[src/rtl/traffic_light_ctrl.sv]
// -----------------------------------------------------------------------------
// traffic_light_ctrl
//
// Purpose:
//   Phase sequencer for a two-road intersection (main road / side road) with
//   an optional pedestrian walk phase. Drives one external Timer: every phase
//   entry loads the phase duration through timer_value and pulses start_timer
//   for one cycle. The sequencer advances when the Timer reports expired.
//
// Optional feature:
//   PED_WALK_EN - when defined, walk_req, the sticky walk request and the WALK
//                 phase are active. When undefined, walk_req is ignored,
//                 ALLRED_A always proceeds to SIDE_G, and walk_light stays 0.
//
// Ports:
//   clock        in   system clock
//   reset        in   synchronous, active-high reset
//   side_car     in   side-road vehicle sensor (level)
//   walk_req     in   pedestrian button (level or pulse)
//   expired      in   Timer expired flag
//   timer_value  out  [4:0] duration loaded into the Timer
//   start_timer  out  one-cycle load strobe to the Timer
//   main_light   out  [2:0] {red,yellow,green}, one-hot
//   side_light   out  [2:0] {red,yellow,green}, one-hot
//   walk_light   out  pedestrian walk lamp
//   phase        out  [2:0] current phase encoding (debug)
//
// All outputs come straight from flops.
// -----------------------------------------------------------------------------
module traffic_light_ctrl #(
  parameter int unsigned T_GREEN  = 32'd10,
  parameter int unsigned T_YELLOW = 32'd3,
  parameter int unsigned T_ALLRED = 32'd1,
  parameter int unsigned T_SIDE   = 32'd6,
  parameter int unsigned T_EXT    = 32'd3,
  parameter int unsigned T_WALK   = 32'd5
) (
  input  logic       clock,
  input  logic       reset,
  input  logic       side_car,
  input  logic       walk_req,
  input  logic       expired,
  output logic [4:0] timer_value,
  output logic       start_timer,
  output logic [2:0] main_light,
  output logic [2:0] side_light,
  output logic       walk_light,
  output logic [2:0] phase
);

  typedef enum logic [2:0] {
    MAIN_G   = 3'd0,
    MAIN_Y   = 3'd1,
    ALLRED_A = 3'd2,
    SIDE_G   = 3'd3,
    SIDE_Y   = 3'd4,
    ALLRED_B = 3'd5,
    WALK     = 3'd6
  } phase_e;

  localparam logic [2:0] LAMP_RED = 3'b100;
  localparam logic [2:0] LAMP_YEL = 3'b010;
  localparam logic [2:0] LAMP_GRN = 3'b001;

  // A zero duration would never let the Timer expire meaningfully, so it is
  // forced to 1; anything beyond the 5-bit Timer range saturates.
  function automatic logic [4:0] clamp_dur(input int unsigned dur);
    logic [4:0] res;
    if (dur == 32'd0) begin
      res = 5'd1;
    end else if (dur > 32'd31) begin
      res = 5'd31;
    end else begin
      res = dur[4:0];
    end
    return res;
  endfunction

  localparam logic [4:0] DUR_GREEN  = clamp_dur(T_GREEN);
  localparam logic [4:0] DUR_YELLOW = clamp_dur(T_YELLOW);
  localparam logic [4:0] DUR_ALLRED = clamp_dur(T_ALLRED);
  localparam logic [4:0] DUR_SIDE   = clamp_dur(T_SIDE);
  localparam logic [4:0] DUR_EXT    = clamp_dur(T_EXT);
  localparam logic [4:0] DUR_WALK   = clamp_dur(T_WALK);

  // Duration to load on entry into a given phase.
  function automatic logic [4:0] phase_dur(input phase_e ph);
    logic [4:0] res;
    case (ph)
      MAIN_G:   res = DUR_GREEN;
      MAIN_Y:   res = DUR_YELLOW;
      ALLRED_A: res = DUR_ALLRED;
      SIDE_G:   res = DUR_SIDE;
      SIDE_Y:   res = DUR_YELLOW;
      ALLRED_B: res = DUR_ALLRED;
      WALK:     res = DUR_WALK;
      default:  res = DUR_GREEN;
    endcase
    return res;
  endfunction

  // ---------------------------------------------------------------------------
  // State and output flops
  // ---------------------------------------------------------------------------
  phase_e     phase_q,       phase_d;
  logic       start_timer_q, start_timer_d;
  logic [4:0] timer_value_q, timer_value_d;
  logic [2:0] main_light_q,  main_light_d;
  logic [2:0] side_light_q,  side_light_d;
  logic       walk_light_q,  walk_light_d;
  logic       walk_pend_q,   walk_pend_d;
  logic       ext_used_q,    ext_used_d;
  logic       armed_q,       armed_d;
  logic       arm_dly_q,     arm_dly_d;
  logic       load_pend_q,   load_pend_d;

  // Combinational helpers
  logic       fire_s;       // armed and Timer reports expiry
  logic       walk_pend_s;  // walk request including this cycle's walk_req
  logic       ext_s;        // side-green extension reload this cycle
  logic       entry_s;      // phase changes at the next edge

`ifdef PED_WALK_EN
  // A request is latched on any cycle outside WALK and counts immediately,
  // so a walk_req coinciding with an expiry still steers that transition.
  always_comb begin
    if (walk_req && (phase_q != WALK)) begin
      walk_pend_s = 1'b1;
    end else begin
      walk_pend_s = walk_pend_q;
    end
  end
`else
  logic walk_req_unused_s;
  assign walk_req_unused_s = walk_req;

  // Without the pedestrian feature the request path is permanently idle.
  always_comb begin
    walk_pend_s = walk_pend_q;
  end
`endif

  // State register: synchronous reset returns to main green and schedules a
  // Timer load on the first cycle after reset.
  always_ff @(posedge clock) begin
    if (reset) begin
      phase_q       <= MAIN_G;
      start_timer_q <= 1'b0;
      timer_value_q <= DUR_GREEN;
      main_light_q  <= LAMP_GRN;
      side_light_q  <= LAMP_RED;
      walk_light_q  <= 1'b0;
      walk_pend_q   <= 1'b0;
      ext_used_q    <= 1'b0;
      armed_q       <= 1'b0;
      arm_dly_q     <= 1'b0;
      load_pend_q   <= 1'b1;
    end else begin
      phase_q       <= phase_d;
      start_timer_q <= start_timer_d;
      timer_value_q <= timer_value_d;
      main_light_q  <= main_light_d;
      side_light_q  <= side_light_d;
      walk_light_q  <= walk_light_d;
      walk_pend_q   <= walk_pend_d;
      ext_used_q    <= ext_used_d;
      armed_q       <= armed_d;
      arm_dly_q     <= arm_dly_d;
      load_pend_q   <= load_pend_d;
    end
  end

  // Next-state logic: phase transitions, extension bookkeeping, Timer load.
  always_comb begin
    phase_d     = phase_q;
    ext_used_d  = ext_used_q;
    walk_pend_d = walk_pend_s;
    ext_s       = 1'b0;
    fire_s      = armed_q & expired;

    case (phase_q)
      MAIN_G: begin
        // No reload while holding: green simply waits for a demand.
        if (fire_s && (side_car || walk_pend_s)) begin
          phase_d = MAIN_Y;
        end else begin
          phase_d = MAIN_G;
        end
      end
      MAIN_Y: begin
        if (fire_s) begin
          phase_d = ALLRED_A;
        end else begin
          phase_d = MAIN_Y;
        end
      end
      ALLRED_A: begin
        if (fire_s) begin
`ifdef PED_WALK_EN
          if (walk_pend_s) begin
            phase_d = WALK;
          end else begin
            phase_d = SIDE_G;
          end
`else
          phase_d = SIDE_G;
`endif
        end else begin
          phase_d = ALLRED_A;
        end
      end
      SIDE_G: begin
        if (fire_s) begin
          if (side_car && !ext_used_q) begin
            // One extension per side-green visit; stays in SIDE_G.
            ext_used_d = 1'b1;
            ext_s      = 1'b1;
            phase_d    = SIDE_G;
          end else begin
            phase_d = SIDE_Y;
          end
        end else begin
          phase_d = SIDE_G;
        end
      end
      SIDE_Y: begin
        if (fire_s) begin
          phase_d = ALLRED_B;
        end else begin
          phase_d = SIDE_Y;
        end
      end
      ALLRED_B: begin
        if (fire_s) begin
          phase_d    = MAIN_G;
          ext_used_d = 1'b0;
        end else begin
          phase_d = ALLRED_B;
        end
      end
      WALK: begin
`ifdef PED_WALK_EN
        if (fire_s) begin
          phase_d     = SIDE_G;
          walk_pend_d = 1'b0;
        end else begin
          phase_d = WALK;
        end
`else
        // Unreachable in this build; recover to main green.
        phase_d = MAIN_G;
`endif
      end
      default: begin
        // Illegal encoding: recover to main green with a fresh load.
        phase_d    = MAIN_G;
        ext_used_d = 1'b0;
      end
    endcase

    entry_s = (phase_d != phase_q);

    // Timer load: every entry, every extension, and the post-reset cycle.
    start_timer_d = entry_s | ext_s | load_pend_q;
    if (entry_s) begin
      timer_value_d = phase_dur(phase_d);
    end else if (ext_s) begin
      timer_value_d = DUR_EXT;
    end else if (load_pend_q) begin
      timer_value_d = DUR_GREEN;
    end else begin
      timer_value_d = timer_value_q;
    end
    load_pend_d = 1'b0;

    // The Timer clears expired one cycle after it sees the strobe, so the
    // flag is trusted only from the second cycle after the strobe onward.
    if (start_timer_d) begin
      arm_dly_d = 1'b0;
      armed_d   = 1'b0;
    end else begin
      arm_dly_d = 1'b1;
      armed_d   = arm_dly_q;
    end
  end

  // Output logic: lamps follow the phase being entered so they switch
  // together with the phase flop.
  always_comb begin
    main_light_d = LAMP_RED;
    side_light_d = LAMP_RED;
    walk_light_d = 1'b0;
    case (phase_d)
      MAIN_G:   main_light_d = LAMP_GRN;
      MAIN_Y:   main_light_d = LAMP_YEL;
      ALLRED_A: main_light_d = LAMP_RED;
      SIDE_G:   side_light_d = LAMP_GRN;
      SIDE_Y:   side_light_d = LAMP_YEL;
      ALLRED_B: side_light_d = LAMP_RED;
      WALK: begin
`ifdef PED_WALK_EN
        walk_light_d = 1'b1;
`else
        walk_light_d = 1'b0;
`endif
      end
      default: begin
        main_light_d = LAMP_RED;
        side_light_d = LAMP_RED;
      end
    endcase
  end

  assign phase       = phase_q;
  assign start_timer = start_timer_q;
  assign timer_value = timer_value_q;
  assign main_light  = main_light_q;
  assign side_light  = side_light_q;
  assign walk_light  = walk_light_q;

endmodule

[config.mk]
export PLATFORM = sky130hd
export DESIGN_NAME = traffic_light_ctrl
export DESIGN_NICKNAME = d
export VERILOG_FILES = /design/src/rtl/traffic_light_ctrl.sv
export SDC_FILE = /design/constraint.sdc
export NUM_CORES = 1
export LEC_CHECK = 0
export ABC_AREA = 1
export BUFFER_PORTS_ARGS = -buffer_cell sky130_fd_sc_hd__clkbuf_2
export CAP_MARGIN = 25
export CELL_PAD_IN_SITES_DETAIL_PLACEMENT = 0
export CELL_PAD_IN_SITES_GLOBAL_PLACEMENT = 1
export CORE_AREA = 4 4 44 65
export DETAILED_ROUTE_END_ITERATION = 10
export DIE_AREA = 0 0 48 69
export PLACE_DENSITY_LB_ADDON = 0.08
export SLEW_MARGIN = 10
export SYNTH_ARGS = -nofsm -noshare
export SYNTH_HDL_FRONTEND = slang
export SYNTH_SLANG_ARGS = --single-unit
[constraint.sdc]
create_clock -name clock -period 2.2 [get_ports clock]
set_clock_uncertainty 0.1 [all_clocks]
set_input_delay 0.11 -clock clock [delete_from_list [all_inputs] [get_ports clock]]
set_output_delay 0.11 -clock clock [all_outputs]
set_load 0.02 [all_outputs]
==> results of run 1 <==
## stage by stage
stage	instance area (um2)	util	hold slack [ns]	std cells	worst slack (ns)
5_1_grt	957	0.424	0.337	166	0.296
3_3_place_gp	915	0.405	0.227	161	0.446
3_5_place_dp	915	0.405	0.234	161	0.461
4_1_cts	957	0.424	0.290	166	0.447
2_1_floorplan	816	-	0.0377	123	0.634
6_report	957	0.424	0.284	166	0.460
## state kept, by name, indices dropped and copies added, names as in the netlist
signal       cells
load_pend_q      1
start_timer      1
timer_value      4
ext_used_q       1
phase            3
main_light       3
armed_q          1
side_light       3
arm_dly_q        1
## metal layers
layer	up-vias	GRT usage	wire, um	part of all wire
met3	2	0.0156	70	0.041
met1	337	0.149	770	0.45
li1	414	-	-	-
met4	0	0.0539	16	0.0093
met2	14	0.205	871	0.50
met5	-	0	0	0
## worst min-delay path, delay by kind of cell
family	cells	cell delay [ns]
AND/OR/NAND/NOR	2	0.24
AO/OA/AOI/OAI	1	0.13
buffers and inverters	2	0.13
## logic make-up after synthesis
| family | Yosys count |
|---|---|
| buf+inv | 22 |
| flops | 18 |
| simple gates | 71 |
| other cells | 1 |
| compound gates | 10 |
## repair_timing
item | 4_1_cts | 5_1_grt
endpoints found under the setup margin | 0 | 0
hold endpoints to repair | 5 | 0
hold buffers | 2 | 0
## where the power goes
part	switching, mW	total [mW]	internal, mW
clock	0.0876	0.151	0.0634
sequential	0.00233	0.334	0.332
combinational	0.0258	0.0386	0.0128
## final cells by class
class	instances	area (um2)	area share
Sequential cell	18	360	0.376
Multi-Input combinational cell	83	364	0.380
Inverter	20	76.3	0.0797
Clock buffer	3	22.5	0.0235
Timing Repair Buffer	19	105	0.110
Tap cell	23	28.8	0.0301
## worst max-delay path by stage
stage | endpoint | startpoint | depth (start not counted)
2_1_floorplan | timer_value[3] | phase[1] | 7
4_1_cts | timer_value[1] | phase[1] | 9
6_report | timer_value[1] | phase[1] | 9
3_3_place_gp | timer_value[1] | phase[1] | 9
5_1_grt | timer_value[1] | phase[2] | 9
3_5_place_dp | timer_value[1] | phase[1] | 9
## cells in the final DEF, fill, tap and decap left out, drive strengths merged, types with 2 or more instances in the layout
master,synthesis,layout
inv,18,18
dfxtp,18,18
clkbuf,0,20
o21ai,4,4
nand3,12,12
a21oi,5,5
nor2,19,19
nand2,38,38
dlygate4sd3,0,2
conb,1,2
clkinv,2,2
==> results.rst, run 1 <==
.. list-table::
   :header-rows: 1

   * - Metric
     - Value
   * - Outcome
     - finished clean
   * - Cell accounting for the most synthesized area
     - dfxtp_1
   * - Most common cell in the synthesized netlist
     - nand2_1
   * - Top achievable clock speed
     - 575 MHz
   * - Setup repair bufs after CTS
     - 0
   * - Register bit total from synthesis
     - 18
   * - Final critical-path required period
     - between 1.5 and 2 ns
   * - Placeable core area
     - 2260 um2
   * - Count of final max-slew check failures
     - 0
   * - Largest net degree at the start of global routing
     - 10
   * - Die W
     - between 40 and 50 um
   * - Warnings, synthesis
     - 0
   * - CP endpoint kind
     - flop
   * - Total half-perimeter wirelength after legalization and detailed placement
     - 1.41 mm
   * - Routability cong.
     - roughly 0.8
   * - Number of distinct library cells after synthesis
     - 18
   * - Leakage
     - between 0.5 and 0.6 nW
   * - Main combinational cell family by area after synthesis
     - simple AND/OR/NAND/NOR gates
   * - Number of vias after detailed routing
     - between 700 and 800
   * - Commonest cells post-synth
     - nand2_1 (38), dfxtp_1 (18), nor2_1 (16)
   * - Highest cell delay on the worst timing path
     - around 0.5 ns
   * - Startpoint of the lowest-slack register-to-register path
     - phase[1]
   * - CTS tree
     - done
   * - Cell area after synthesis
     - roughly 810 um2
   * - Dominant delay contributor by cell family on the critical path
     - simple AND/OR/NAND/NOR gates
   * - Number of clock sinks
     - 18
   * - Peak supply drop
     - roughly 0.00037 V
   * - Remaining Overflow, GRT
     - 0
   * - TritonCTS buffer count
     - 3
   * - Share of post-route cells with drive strength above 1
     - 0.210
   * - Setup CP Type
     - reg -> reg
   * - Area share of fa/ha/maj cells after synthesis
     - 0
   * - Most prevalent standard cell on the critical path
     - nand2_1
   * - Most used flip-flop cell after synthesis
     - dfxtp_1
   * - Total iterations of the first detailed-routing run
     - 4
   * - Count of flip-flops with a built-in enable after synthesis
     - 0
   * - Setup repair after global routing missed its margin
     - no
   * - Number of H-tree levels
     - 1
   * - Count of mapped cells out of synthesis
     - 122
   * - Clk root buf
     - clkbuf_4
   * - Post-detailed-routing wire length
     - 1.73 mm
   * - Number of DRC markers after the initial detailed-route iteration
     - 19
   * - Net count of the finished layout
     - 150
   * - Reg-to-reg setup timing slack
     - around 0.46 ns
   * - Initial antenna violation count
     - 0
   * - Total routing usage reported by global routing
     - 0.124
   * - Series of cell instances along the critical path
     - nand2_1, nor2_2, nand2_1, nand3_1, a21oi_1, nor2_1, nand2_1, nand2_1, nand3_1
   * - Number of nets with antenna violations after detailed routing
     - 0
   * - Ratio of total power to cell area
     - between 500 and 600 nW/um2
   * - Area growth from synthesis to final layout
     - 17.9%
   * - Remaining routing DRC violations
     - 0
   * - Vias in the first global route
     - 756
   * - Startpoint type of the worst setup path
     - flop
   * - Bufs and invs on worst path
     - 0
   * - Xor and xnor fraction of the mapped netlist area
     - 0
   * - Count of final setup violators
     - 0
   * - Average routed wire per standard cell
     - about 10 um
   * - Antenna cells
     - 0
   * - Via density per instance
     - 4.62
   * - Number of stages on the worst hold path
     - 5
   * - Data arrival time of the critical path
     - ~1.8 ns
   * - DIE AREA
     - approximately 3300 um2
   * - Total of fill cells in the finished design
     - around 260
   * - Library cell contributing the largest single delay on the critical path
     - dfxtp_1
   * - FP Rows
     - 21
   * - Worst-skew pair later-pin latency
     - about 0.28 ns
   * - I/O Buffers
     - 17
   * - Asr flop ratio synth
     - 0
   * - Compound-cell area share of the yosys netlist
     - 0.0693
   * - Min-Delay Endpoint
     - side_light[0]
   * - Reg-to-reg endpoint
     - timer_value[1]
   * - Area share of the largest cell type after synthesis
     - 0.444
   * - Maximum fanout encountered on the critical timing path
     - 8
   * - Cells resized by post-CTS repair
     - 0
   * - Total Power
     - about 520 uW
   * - Share of the yosys chip area belonging to registers
     - 0.444
   * - Ratio of final minimum period to clock period
     - 0.791
   * - Io pins
     - 21
   * - Global-route wire length before repair
     - 3.09 mm
   * - Post-synthesis area per instance
     - roughly 6.7 um2
   * - Number of buffers on the longest clock path
     - 2
   * - Initial standard-cell utilization of the core
     - 0.359
   * - Share of cell area taken by muxes after synthesis
     - 0
   * - Endpoint required time on the critical path
     - roughly 2.3 ns
   * - Number of cell instances on the worst register-to-register path
     - 9
   * - Simple logic cell fraction of the synthesized area
     - 0.370
   * - Hold Path Origin
     - expired
   * - Hold Path Class
     - in -> reg
   * - Floorplan die height
     - 69 um
   * - Sum of negative setup slack
     - 0 ns
   * - Leading post-synthesis cells by cell area
     - dfxtp_1 (44%), nand2_1 (18%), nand3_1 (7.4%)
   * - Max Cap Viol
     - 0
   * - Hold violation count in the final report
     - 0
   * - Clock-pin slew on the worst setup and hold paths
     - 0.09 ns
(Power assumes the default switching activity.)
==> run 2: changes to the inputs <==
--- a/config.mk
+++ b/config.mk
@@ -10,9 +10,9 @@
 export CAP_MARGIN = 25
 export CELL_PAD_IN_SITES_DETAIL_PLACEMENT = 0
 export CELL_PAD_IN_SITES_GLOBAL_PLACEMENT = 1
-export CORE_AREA = 4 4 44 65
+export CORE_AREA = 4 4 47 70
 export DETAILED_ROUTE_END_ITERATION = 10
-export DIE_AREA = 0 0 48 69
+export DIE_AREA = 0 0 51 74
 export PLACE_DENSITY_LB_ADDON = 0.08
 export SLEW_MARGIN = 10
 export SYNTH_ARGS = -nofsm -noshare
==> constraint.sdc (replaced) <==
create_clock -name clock -period 1.54 [get_ports clock]
set_clock_uncertainty 0.1 [all_clocks]
set_input_delay 0.077 -clock clock [delete_from_list [all_inputs] [get_ports clock]]
set_output_delay 0.077 -clock clock [all_outputs]
set_load 0.02 [all_outputs]
==> run 2 against run 1 <==
Against the previous run:
- critical path depth rose by 2
- combinational power is 76% higher
- hold slack worse by 0.28 ns
- first-iteration DRC count fell by 16%
- setup slack worse by 0.39 ns
- via count up 8.9%
- final cell count grew 17%
- sequential power grew 42%
==> results.rst, run 2 (synthesized netlist as in run 1, its figures left out) <==
.. list-table::
   :header-rows: 1

   * - Metric
     - Value
   * - Outcome
     - finished clean
   * - Startpoint type of the worst setup path
     - flop
   * - Worst-skew pair later-pin latency
     - approximately 0.25 ns
   * - Library cell contributing the largest single delay on the critical path
     - dfxtp_2
   * - Io pins
     - 21
   * - Total of fill cells in the finished design
     - between 200 and 300
   * - Max Cap Viol
     - 0
   * - Setup CP Type
     - reg -> reg
   * - Vias in the first global route
     - 780
   * - Via density per instance
     - ~4.3
   * - Top achievable clock speed
     - approximately 680 MHz
   * - Met2 routed WL
     - around 1.1 mm
   * - Endpoint required time on the critical path
     - 1.59 ns
   * - Cell internal pwr
     - approximately 670 uW
   * - Post-detailed-routing wire length
     - about 2.1 mm
   * - Reg-to-reg endpoint
     - timer_value[3]
   * - Floorplan die height
     - between 70 and 80 um
   * - Hold violation count in the final report
     - 0
   * - CTS tree
     - done
   * - Multi-input combinational cell area
     - 504 um2
   * - Critical path depth in cells
     - 11
   * - Clk root buf
     - clkbuf_8
   * - Ratio of total power to cell area
     - 687 nW/um2
   * - FP Rows
     - 23
   * - Share of post-route cells with drive strength above 1
     - 0.500
   * - Remaining Overflow, GRT
     - 0
   * - Area growth from synthesis to final layout
     - 55.0%
   * - Final critical-path setup slack
     - about 0.068 ns
   * - Number of clock sinks
     - 18
   * - Total half-perimeter wirelength after legalization and detailed placement
     - 1.59 mm
   * - Die W
     - roughly 51 um
   * - Uppermost layer routed
     - met4
   * - Total routing usage reported by global routing
     - 0.115
   * - Peak supply drop
     - 0.000457 V
   * - Ratio of final minimum period to clock period
     - 0.956
   * - Met1 wire length
     - just under 900 um
   * - Startpoint of the lowest-slack register-to-register path
     - armed_q
   * - Share of total power consumed by net switching
     - 0.229
   * - Number of DRC markers after the initial detailed-route iteration
     - 16
   * - Average routed wire per standard cell
     - 10.8 um
   * - Number of nets with antenna violations after detailed routing
     - 0
   * - CP endpoint kind
     - flop
   * - Number of buffers on the longest clock path
     - 2
   * - Maximum fanout encountered on the critical timing path
     - 6
   * - Dominant delay contributor by cell family on the critical path
     - simple AND/OR/NAND/NOR gates
   * - Bufs and invs on worst path
     - 2
   * - Antenna cells
     - 0
   * - Launching element of the worst setup path
     - armed_q
   * - Initial antenna violation count
     - 0
   * - Worst setup path endpoint
     - timer_value[3]
   * - Net switching power figure
     - approximately 200 uW
   * - Final critical-path required period
     - about 1.5 ns
   * - Number of vias after detailed routing
     - roughly 840
   * - Combinational group share of total power
     - 0.079
   * - Clock network fraction of total power
     - 0.374
   * - Largest net degree at the start of global routing
     - 10
   * - Total Power
     - 865 uW
   * - Number of H-tree levels
     - 1
   * - Hold Path Class
     - in -> reg
   * - Number of cell instances on the worst register-to-register path
     - 11
   * - TritonCTS buffer count
     - 3
   * - Total iterations of the first detailed-routing run
     - 3
   * - Routability cong.
     - between 0.8 and 0.9
   * - Clock-pin slew on the worst setup and hold paths
     - approximately 0.07 ns
   * - DIE AREA
     - roughly 3800 um2
   * - Number of flip-flops under the largest register name
     - 4
   * - Count of final max-slew check failures
     - 0
   * - Placeable core area
     - approximately 2700 um2
   * - Worst-case setup slack after placement
     - -0.145 ns
   * - Series of cell instances along the critical path
     - nand2_4, inv_4, nand2_1, nand2_2, inv_1, nor2_2, o21ai_4, nand3_2, nand2_2, nor2_2, nor2_1
   * - Leading cell types in the layout, fill and taps excluded
     - nand2_1 (28), clkbuf_2 (17), buf_4 (16), dfxtp_1 (14), inv_1 (11)
   * - Worst hold slack across all endpoints
     - 0.00862 ns
   * - Number of stages on the worst hold path
     - 3
   * - Count of final setup violators
     - 0
   * - Leakage
     - 0.649 nW
   * - Global-route wire length before repair
     - approximately 3.3 mm
   * - Net count of the finished layout
     - about 170
   * - Storage element area
     - approximately 370 um2
   * - Setup repair after global routing missed its margin
     - yes
   * - Initial standard-cell utilization of the core
     - 0.303
   * - I/O Buffers
     - 17
   * - Remaining routing DRC violations
     - 0
   * - Most common cell after layout, fill and taps aside
     - nand2_1
   * - Met3 wirelength from detailed routing
     - 80 um
   * - Reg-to-reg setup timing slack
     - around 0.068 ns
   * - Data arrival time of the critical path
     - roughly 1.5 ns
   * - Highest cell delay on the worst timing path
     - ~0.34 ns
   * - Register share of total power
     - 0.547
==> run 2: cell types whose count changed in the layout (fill, tap and decap cells not counted), moves of 5 or more <==
| cell | delta |
|---|---|
| nand2_1 | -10 |
| nor2_1 | -9 |
| buf_4 | +16 |
| nor2_4 | +5 |
| nand2_2 | +9 |
==> run 2: repair_timing <==
| item | 4_1_cts | 5_1_grt |
|---|---|---|
| buffers inserted | 0 | 4 |
| hold buffers | 1 | 0 |
| pin swaps | 0 | 12 |
| resized for setup | 6 | 39 |
| endpoints found under the setup margin | 9 | 8 |
| hold endpoints to repair | 4 | 0 |
==> run 2: area by class of cell <==
type                    instances  area share
clock buffers                   3      0.0328
inverters                      20      0.0626
multi-input cells              83       0.401
flip-flops and latches         18       0.296
well taps                      37      0.0368
repair buffers                 34       0.171
==> run 2: worst register-to-register path: stages (launching register included) <==
cell	delay, ns
dfxtp_2	0.34
nand2_4	0.08
inv_4	0.08
nand2_1	0.06
nand2_2	0.10
inv_1	0.07
nor2_2	0.13
o21ai_4	0.10
nand3_2	0.09
nand2_2	0.06
nor2_2	0.12
nor2_1	0.04
==> run 2: how the worst min path moves through the flow <==
stage / to / start / slack [ns]
after floorplan: load_pend_q / reset / 0.005
after global placement: load_pend_q / reset / 0.20
after detailed placement: load_pend_q / reset / 0.21
after CTS: ext_used_q / side_car / 0.003
after global routing: ext_used_q / side_car / 0.03
final: ext_used_q / side_car / 0.009
==> run 2: through the flow <==
stage | util | area, um2 | std cells | setup TNS (ns)
after floorplan | - | 818 | 123 | 0
after global placement | 0.383 | 1020 | 187 | -0.446
after detailed placement | 0.383 | 1020 | 187 | -0.529
after CTS | 0.409 | 1090 | 191 | 0
after global routing | 0.470 | 1260 | 195 | -0.254
final | 0.470 | 1260 | 195 | 0
==> run 2: per-layer routing <==
| layer | track usage | vias to the layer above |
|---|---|---|
| li1 | - | 445 |
| met1 | 0.128 | 368 |
| met2 | 0.207 | 16 |
| met3 | 0.0240 | 6 |
| met4 | 0.0539 | 0 |
| met5 | 0 | - |
==> run 2: power by group through the flow <==
stage | Sequential (mW) | Combinational (mW) | Clock [mW]
6_report | 0.473 | 0.0681 | 0.323
5_1_grt | 0.474 | 0.0759 | 0.359
4_1_cts | 0.477 | 0.0592 | 0.331
3_5_place_dp | 0.488 | 0.0559 | 0
3_3_place_gp | 0.488 | 0.0553 | 0
2_1_floorplan | 0.494 | 0.0320 | 0
